[src/rtl/jpeg_quant_pkg.sv]
// Shared constants and types for the zig-zag coefficient quantizer.
//   COEF_W   : input coefficient width (two's complement)
//   QOUT_W   : quantized output width (two's complement)
//   RECIP_W  : unsigned reciprocal width, value = round(2^16 / q)
//   IDX_W    : zig-zag index width; BLK_LEN coefficients per block
package jpeg_quant_pkg;

  localparam int unsigned COEF_W  = 12;
  localparam int unsigned QOUT_W  = 11;
  localparam int unsigned RECIP_W = 17;
  localparam int unsigned IDX_W   = 6;
  localparam int unsigned BLK_LEN = 64;

  // Signed product width: coefficient times zero-extended reciprocal.
  localparam int unsigned PROD_W = COEF_W + RECIP_W + 1;

  localparam logic [RECIP_W-1:0] RECIP_ONE  = 17'h10000;
  localparam int unsigned        ROUND_HALF = 1 << 15;
  localparam int unsigned        QMAX       = 1023;

  typedef enum logic [0:0] {
    IDLE  = 1'b0,
    BLOCK = 1'b1
  } zq_state_t;

endpackage

[src/rtl/zigzag_quantizer_if.sv]
// Coefficient stream in / quantized stream out of the zig-zag quantizer.
//   master : stream producer / result consumer (drives din side)
//   slave  : the quantizer (drives dout side)
interface zigzag_quantizer_if;

  logic                                      din_valid;
  logic                                      dstrb;
  logic signed [jpeg_quant_pkg::COEF_W-1:0]  din;
  logic                                      dout_valid;
  logic signed [jpeg_quant_pkg::QOUT_W-1:0]  dout;
  logic        [jpeg_quant_pkg::IDX_W-1:0]   dout_idx;
  logic                                      dout_sob;
  logic                                      dout_eob;

  modport master (
    output din_valid, dstrb, din,
    input  dout_valid, dout, dout_idx, dout_sob, dout_eob
  );

  modport slave (
    input  din_valid, dstrb, din,
    output dout_valid, dout, dout_idx, dout_sob, dout_eob
  );

endinterface

[src/rtl/zq_recip_table.sv]
// 64-entry reciprocal quantizer table held in flops.
//   clk, rst : clock, synchronous active-high reset (all entries -> RECIP_ONE)
//   ena      : clock enable for writes and the read register
//   we/waddr/wdata : synchronous write port
//   raddr/rdata    : registered read; a same-cycle write to raddr is not seen
module zq_recip_table
  import jpeg_quant_pkg::*;
(
  input  logic               clk,
  input  logic               rst,
  input  logic               ena,
  input  logic               we,
  input  logic [IDX_W-1:0]   waddr,
  input  logic [RECIP_W-1:0] wdata,
  input  logic [IDX_W-1:0]   raddr,
  output logic [RECIP_W-1:0] rdata
);

  logic [RECIP_W-1:0] mem_q [BLK_LEN];
  logic [RECIP_W-1:0] rdata_q;

  always_ff @(posedge clk) begin
    if (rst) begin
      for (int i = 0; i < BLK_LEN; i++) begin
        mem_q[i] <= RECIP_ONE;
      end
      rdata_q <= '0;
    end else if (ena) begin
      if (we) begin
        mem_q[waddr] <= wdata;
      end
      rdata_q <= mem_q[raddr];
    end
  end

  assign rdata = rdata_q;

endmodule

[src/rtl/zigzag_quantizer.sv]
// Quantizes a zig-zag-ordered DCT coefficient stream with a per-position
// reciprocal table, rounding half away from zero and saturating to +/-1023.
//   clk, rst  : clock, synchronous active-high reset
//   ena       : global clock enable, low freezes every register
//   bus       : coefficient stream in (din_valid/dstrb/din) and quantized
//               stream out (dout_valid/dout/dout_idx/dout_sob/dout_eob)
//   qt_we/qt_addr/qt_data : reciprocal table write port
//   sync_err  : sticky framing error, cleared only by rst
// Pipeline: S1 din/idx/table read, S2 product, S3 rounded result and flags.
module zigzag_quantizer
  import jpeg_quant_pkg::*;
(
  input  logic               clk,
  input  logic               rst,
  input  logic               ena,
  zigzag_quantizer_if.slave  bus,
  input  logic               qt_we,
  input  logic [IDX_W-1:0]   qt_addr,
  input  logic [RECIP_W-1:0] qt_data,
  output logic               sync_err
);

  // Input framing FSM.
  zq_state_t        state_q, state_d;
  logic [IDX_W-1:0] cnt_q, cnt_d;
  logic             sync_err_q, sync_err_d;
  logic             acc;
  logic [IDX_W-1:0] acc_idx;

  always_comb begin
    state_d    = state_q;
    cnt_d      = cnt_q;
    sync_err_d = sync_err_q;
    acc        = 1'b0;
    acc_idx    = cnt_q;
    if (bus.din_valid) begin
      case (state_q)
        IDLE: begin
          if (bus.dstrb) begin
            acc     = 1'b1;
            acc_idx = '0;
            cnt_d   = IDX_W'(1);
            state_d = BLOCK;
          end else begin
            // Coefficient outside a block is dropped.
            sync_err_d = 1'b1;
          end
        end
        BLOCK: begin
          if (bus.dstrb) begin
            // Early strobe: flag it and restart the block on this coefficient.
            sync_err_d = 1'b1;
            acc        = 1'b1;
            acc_idx    = '0;
            cnt_d      = IDX_W'(1);
          end else begin
            acc     = 1'b1;
            acc_idx = cnt_q;
            cnt_d   = cnt_q + IDX_W'(1);  // wraps 63 -> 0
            if (cnt_q == IDX_W'(BLK_LEN - 1)) begin
              state_d = IDLE;
            end
          end
        end
        default: state_d = IDLE;
      endcase
    end
  end

  // Reciprocal table; its read register forms part of S1.
  logic [RECIP_W-1:0] recip;

  zq_recip_table u_recip_table (
    .clk   (clk),
    .rst   (rst),
    .ena   (ena),
    .we    (qt_we),
    .waddr (qt_addr),
    .wdata (qt_data),
    .raddr (acc_idx),
    .rdata (recip)
  );

  // Datapath registers.
  logic                     s1_valid_q;
  logic signed [COEF_W-1:0] s1_din_q;
  logic [IDX_W-1:0]         s1_idx_q;
  logic                     s2_valid_q;
  logic signed [PROD_W-1:0] s2_prod_q;
  logic [IDX_W-1:0]         s2_idx_q;
  logic                     s3_valid_q;
  logic signed [QOUT_W-1:0] s3_dout_q;
  logic [IDX_W-1:0]         s3_idx_q;
  logic                     s3_sob_q;
  logic                     s3_eob_q;

  // S2 input: reciprocal is zero-extended so the product stays signed.
  logic signed [PROD_W-1:0] prod;
  assign prod = PROD_W'(s1_din_q) * PROD_W'($signed({1'b0, recip}));

  // S3 input: round magnitude half away from zero, saturate, reapply sign.
  logic [PROD_W-1:0]    mag;
  logic [PROD_W-1:0]    rnd;
  logic [PROD_W-17:0]   mq;
  logic [QOUT_W-1:0]    qabs;
  logic signed [QOUT_W-1:0] qout;

  always_comb begin
    mag  = s2_prod_q[PROD_W-1] ? $unsigned(-s2_prod_q) : $unsigned(s2_prod_q);
    rnd  = mag + PROD_W'(ROUND_HALF);
    mq   = rnd[PROD_W-1:16];
    qabs = (mq > (PROD_W-16)'(QMAX)) ? QOUT_W'(QMAX) : mq[QOUT_W-1:0];
    qout = s2_prod_q[PROD_W-1] ? $signed(-qabs) : $signed(qabs);
  end

  always_ff @(posedge clk) begin
    if (rst) begin
      state_q    <= IDLE;
      cnt_q      <= '0;
      sync_err_q <= 1'b0;
      s1_valid_q <= 1'b0;
      s1_din_q   <= '0;
      s1_idx_q   <= '0;
      s2_valid_q <= 1'b0;
      s2_prod_q  <= '0;
      s2_idx_q   <= '0;
      s3_valid_q <= 1'b0;
      s3_dout_q  <= '0;
      s3_idx_q   <= '0;
      s3_sob_q   <= 1'b0;
      s3_eob_q   <= 1'b0;
    end else if (ena) begin
      state_q    <= state_d;
      cnt_q      <= cnt_d;
      sync_err_q <= sync_err_d;
      s1_valid_q <= acc;
      s1_din_q   <= bus.din;
      s1_idx_q   <= acc_idx;
      s2_valid_q <= s1_valid_q;
      s2_prod_q  <= prod;
      s2_idx_q   <= s1_idx_q;
      s3_valid_q <= s2_valid_q;
      s3_dout_q  <= qout;
      s3_idx_q   <= s2_idx_q;
      s3_sob_q   <= s2_valid_q && (s2_idx_q == '0);
      s3_eob_q   <= s2_valid_q && (s2_idx_q == IDX_W'(BLK_LEN - 1));
    end
  end

  assign bus.dout_valid = s3_valid_q;
  assign bus.dout       = s3_dout_q;
  assign bus.dout_idx   = s3_idx_q;
  assign bus.dout_sob   = s3_sob_q;
  assign bus.dout_eob   = s3_eob_q;
  assign sync_err       = sync_err_q;

endmodule

[src/flat_wrapper.sv]
// flat-port wrapper written by rule: the top's interface ports become plain ports
module zigzag_quantizer_flat import jpeg_quant_pkg::*;
  (clk, rst, ena, qt_we, qt_addr, qt_data, sync_err, bus_din_valid, bus_dstrb, bus_din, bus_dout_valid, bus_dout, bus_dout_idx, bus_dout_sob, bus_dout_eob);
  zigzag_quantizer_if bus_i ();
  input  logic clk;
  input  logic rst;
  input  logic ena;
  input  logic qt_we;
  input  logic [IDX_W-1:0] qt_addr;
  input  logic [RECIP_W-1:0] qt_data;
  output logic sync_err;
  input wire logic [$bits(bus_i.din_valid)-1:0] bus_din_valid;
  input wire logic [$bits(bus_i.dstrb)-1:0] bus_dstrb;
  input wire logic [$bits(bus_i.din)-1:0] bus_din;
  output wire logic [$bits(bus_i.dout_valid)-1:0] bus_dout_valid;
  output wire logic [$bits(bus_i.dout)-1:0] bus_dout;
  output wire logic [$bits(bus_i.dout_idx)-1:0] bus_dout_idx;
  output wire logic [$bits(bus_i.dout_sob)-1:0] bus_dout_sob;
  output wire logic [$bits(bus_i.dout_eob)-1:0] bus_dout_eob;
  assign bus_i.din_valid = bus_din_valid;
  assign bus_i.dstrb = bus_dstrb;
  assign bus_i.din = bus_din;
  assign bus_dout_valid = bus_i.dout_valid;
  assign bus_dout = bus_i.dout;
  assign bus_dout_idx = bus_i.dout_idx;
  assign bus_dout_sob = bus_i.dout_sob;
  assign bus_dout_eob = bus_i.dout_eob;
  zigzag_quantizer u_core (.clk(clk), .rst(rst), .ena(ena), .bus(bus_i), .qt_we(qt_we), .qt_addr(qt_addr), .qt_data(qt_data), .sync_err(sync_err));
endmodule
[config.mk]
export PLATFORM = sky130hd
export DESIGN_NAME = zigzag_quantizer_flat
export DESIGN_NICKNAME = d
export VERILOG_FILES = /design/src/rtl/jpeg_quant_pkg.sv /design/src/rtl/zigzag_quantizer_if.sv /design/src/rtl/zq_recip_table.sv /design/src/rtl/zigzag_quantizer.sv /design/src/flat_wrapper.sv
export SDC_FILE = /design/constraint.sdc
export NUM_CORES = 2
export LEC_CHECK = 0
export BUFFER_PORTS_ARGS = -buffer_cell sky130_fd_sc_hd__buf_2
export CAP_MARGIN = 20
export CORE_AREA = 2 2 342 310
export CTS_CLUSTER_SIZE = 14
export DETAILED_ROUTE_END_ITERATION = 6
export DIE_AREA = 0 0 344 312
export PLACE_DENSITY = 0.75
export SLEW_MARGIN = 20
export SYNTH_ARGS = -nofsm -noshare
export SYNTH_HDL_FRONTEND = slang
export SYNTH_SLANG_ARGS = --single-unit
[constraint.sdc]
create_clock -name clk -period 12.72 [get_ports clk]
set_input_delay 0.636 -clock clk [delete_from_list [all_inputs] [get_ports clk]]
set_output_delay 0.636 -clock clk [all_outputs]
set_load 0.005 [all_outputs]
==> flow_metrics.tcl <==
set metrics [dict create \
    synth_warnings 0 \
    die_h_um 312 \
    clock_sinks 1189 \
    synth_cells 4763 \
    synthArstFlopShare 0 \
    grt_max_degree 127 \
    whs_ps 157.9 \
    cts_buffers 116 \
    ioPinCount 62 \
    crit_type "reg2reg" \
    drc 0 \
    drv_cap 0 \
    yosys_register_bits 1189 \
    crit_fanout 12 \
    final_antenna_net_count 0 \
    start_kind "register" \
    wl_met2_mm 72.81 \
    setup_viol 0 \
    grt_first_pass_wirelength_mm 231.9 \
    cts_buffer_depth 3 \
    grt_pass1_vias 37440 \
    synth-edff-count 1088 \
    synth_top_area_frac 0.5367 \
    max_freq_mhz 164.5 \
    num_rows 112 \
    wl_met1_mm 59.58 \
    finalWorstSetupSlack_ps 6641 \
    core_area_mm2 0.1034 \
    grt_antenna_before_repair 11 \
    hold_viol 0 \
    tns_ps 0 \
    cts-resized-gates 0 \
    worstPathRequired_ps 13350 \
    yosysTopAreaCell "edfxtp_1" \
    vias 38240 \
    hp-class "in2reg" \
    outcome "finished clean" \
    wl_mm 154.4 \
    rsz0062_at_grt "false" \
    dr.pass1.iters 6 \
    yosysMostFrequentCell "and2_1" \
    drt-vias-per-instance 6.283 \
    slew_violations 0 \
    start_util 0.5886 \
    final_layout_size_suffix_gt1_frac 0.1247 \
    synth_area_leaders "edfxtp_1, and2_1, mux4_2, fa_1, dfxtp_1" \
    cts_setup_buffers 0 \
    tightest_slew_ps 1190 \
    dp_slack_ps 6757 \
    synthFlopType "edfxtp_1" \
    met3WireLength_mm 14.40 \
    cellPowerDensity_mw_per_mm2 132.8 \
    top_layer_used "met5" \
    syn-num-nets 5045 \
    wl_per_cell_um 25.37 \
    h-tree-depth 3 \
    cellLeakagePower_uw 0.02337 \
    portBuffers 61 \
    dieArea_mm2 0.1073 \
    yosysSeqAreaShare 0.5699 \
    grt_remaining_overflow 0 \
    min_period_ps 6079 \
    place.gp.congestion 0.8653 \
    drt-initial-drc-count 4498 \
    nNetsFinal 4903 \
    cts_tree "built" \
    synth_cell_types 64 \
    postCtsHoldBufs 0 \
    slew_headroom 0.2034 \
    fin_util 0.6380 \
    worstSkewPairLatency_ps 720 \
    path_clk_slew_ps 70 \
    area_growth_pct 8.379 \
    track_usage 0.2880 \
    cp.arrival_ps 6710 \
    root_buffer "clkbuf_16" \
    post-dp-hpwl_mm 92.79 \
    syn_area_mm2 0.06088 \
    synthTopCellsByCount "and2_1, edfxtp_1, clkbuf_1" \
    finClkSkew_ps 29.43 \
    worst_setup_path_end_kind "register" \
    avgSynthCellArea_um2 12.78 \
    timing.final.crit_share 0.4779 \
    dieWidth_um 344 \
    peakVddDrop_mv 0.1485 \
]
## flip-flops by register name, indices dropped and copies added, names as in the netlist, 6 cells and up
| name | cells |
|---|---|
| u_core.u_recip_table.mem_q | 1088 |
| u_core.s2_prod_q | 30 |
| u_core.u_recip_table.rdata | 17 |
| u_core.s1_din_q | 12 |
| u_core.bus.dout | 11 |
| u_core.bus.dout_idx | 6 |
| u_core.cnt_q | 6 |
| u_core.s1_idx_q | 6 |
| u_core.s2_idx_q | 6 |
## cell usage in the layout, fill, tap and decap left out, types with 125 or more instances in the layout
cell      netlist  layout
o221ai_1      138     138
buf_4           0     125
inv_1         208     206
o22ai_1       140     140
edfxtp_1     1088    1088
and2_1       1118    1116
o21ai_0       225     163
fa_1          151     151
nor2_1        197     182
nand2_1       204     203
mux4_2        204     204
## worst paths after layout
path	slack [ps]	endpoint	from	cells past startpoint
hold reg to reg	460	u_core.s1_valid_q	u_core.s1_valid_q	2
hold / removal	160	u_core.s1_din_q[9]	bus_din[9]	3
setup reg to reg	6640	u_core.s2_prod_q[28]	u_core.s1_din_q[11]	20
setup / recovery	6640	u_core.s2_prod_q[28]	u_core.s1_din_q[11]	20
## cells by family (layout without fill, tap and decap cells)
logic type               count (synthesis)  after routing  share of synthesized area
AND/OR/NAND/NOR                       1732           1732                     0.1615
flip-flops                            1189           1189                     0.5699
buffers and inverters                  656            608                    0.04049
AO/OA/AOI/OAI                          637            637                    0.06811
multiplexers                           275            275                    0.08714
adder cells (fa/ha/maj)                241            241                    0.06815
XOR/XNOR                                33             33                   0.004748
other                                    0              3                          0
## power by group
part / internal [µW] / switching [µW] / total, µW / leakage, µW
clock network: 1920 / 1490 / 3410 / 0.00180
registers: 4450 / 97.6 / 4550 / 0.0112
logic: 284 / 519 / 803 / 0.0104
## critical path, stage by stage (launching register included)
cell      delay [ps]
dfxtp_1          630
clkinv_1         470
nor2_1           240
fa_1             440
fa_1             510
fa_1             440
fa_1             500
inv_1             50
fa_1             470
inv_1             40
ha_1             390
nand4_1          150
nor2_1           140
nor2_1            50
nand2_1           70
or3_1            100
a31oi_1           60
o31ai_1          510
a221oi_1         190
or4_1            440
o211ai_1         100
## area by class of cell
type	count	area, µm²
Fill cell	7584	37440
Clock buffer	149	3068
Multi-Input combinational cell	2918	23780
Clock inverter	63	631.9
Timing Repair Buffer	187	1294
Antenna cell	3	7.507
Sequential cell	1189	34690
Tap cell	1368	1712
Inverter	209	792.0
## metrics by stage
| stage | area [µm²] | power [µW] | instances |
|---|---|---|---|
| after floorplan | 60880 | 5136 | 4763 |
| after global placement | 62200 | 5402 | 5867 |
| after detailed placement | 62210 | 5428 | 5867 |
| after CTS | 65910 | 8778 | 6079 |
| after global routing | 65970 | 9013 | 6084 |
| final | 65980 | 8763 | 6086 |
## metal layers
metal / track usage / up-vias
li1: - / 16780
met1: 0.4012 / 19200
met2: 0.4484 / 1891
met3: 0.05030 / 357
met4: 0.1285 / 16
met5: 0 / -
No activity file was read; power rests on OpenSTA's default activity.
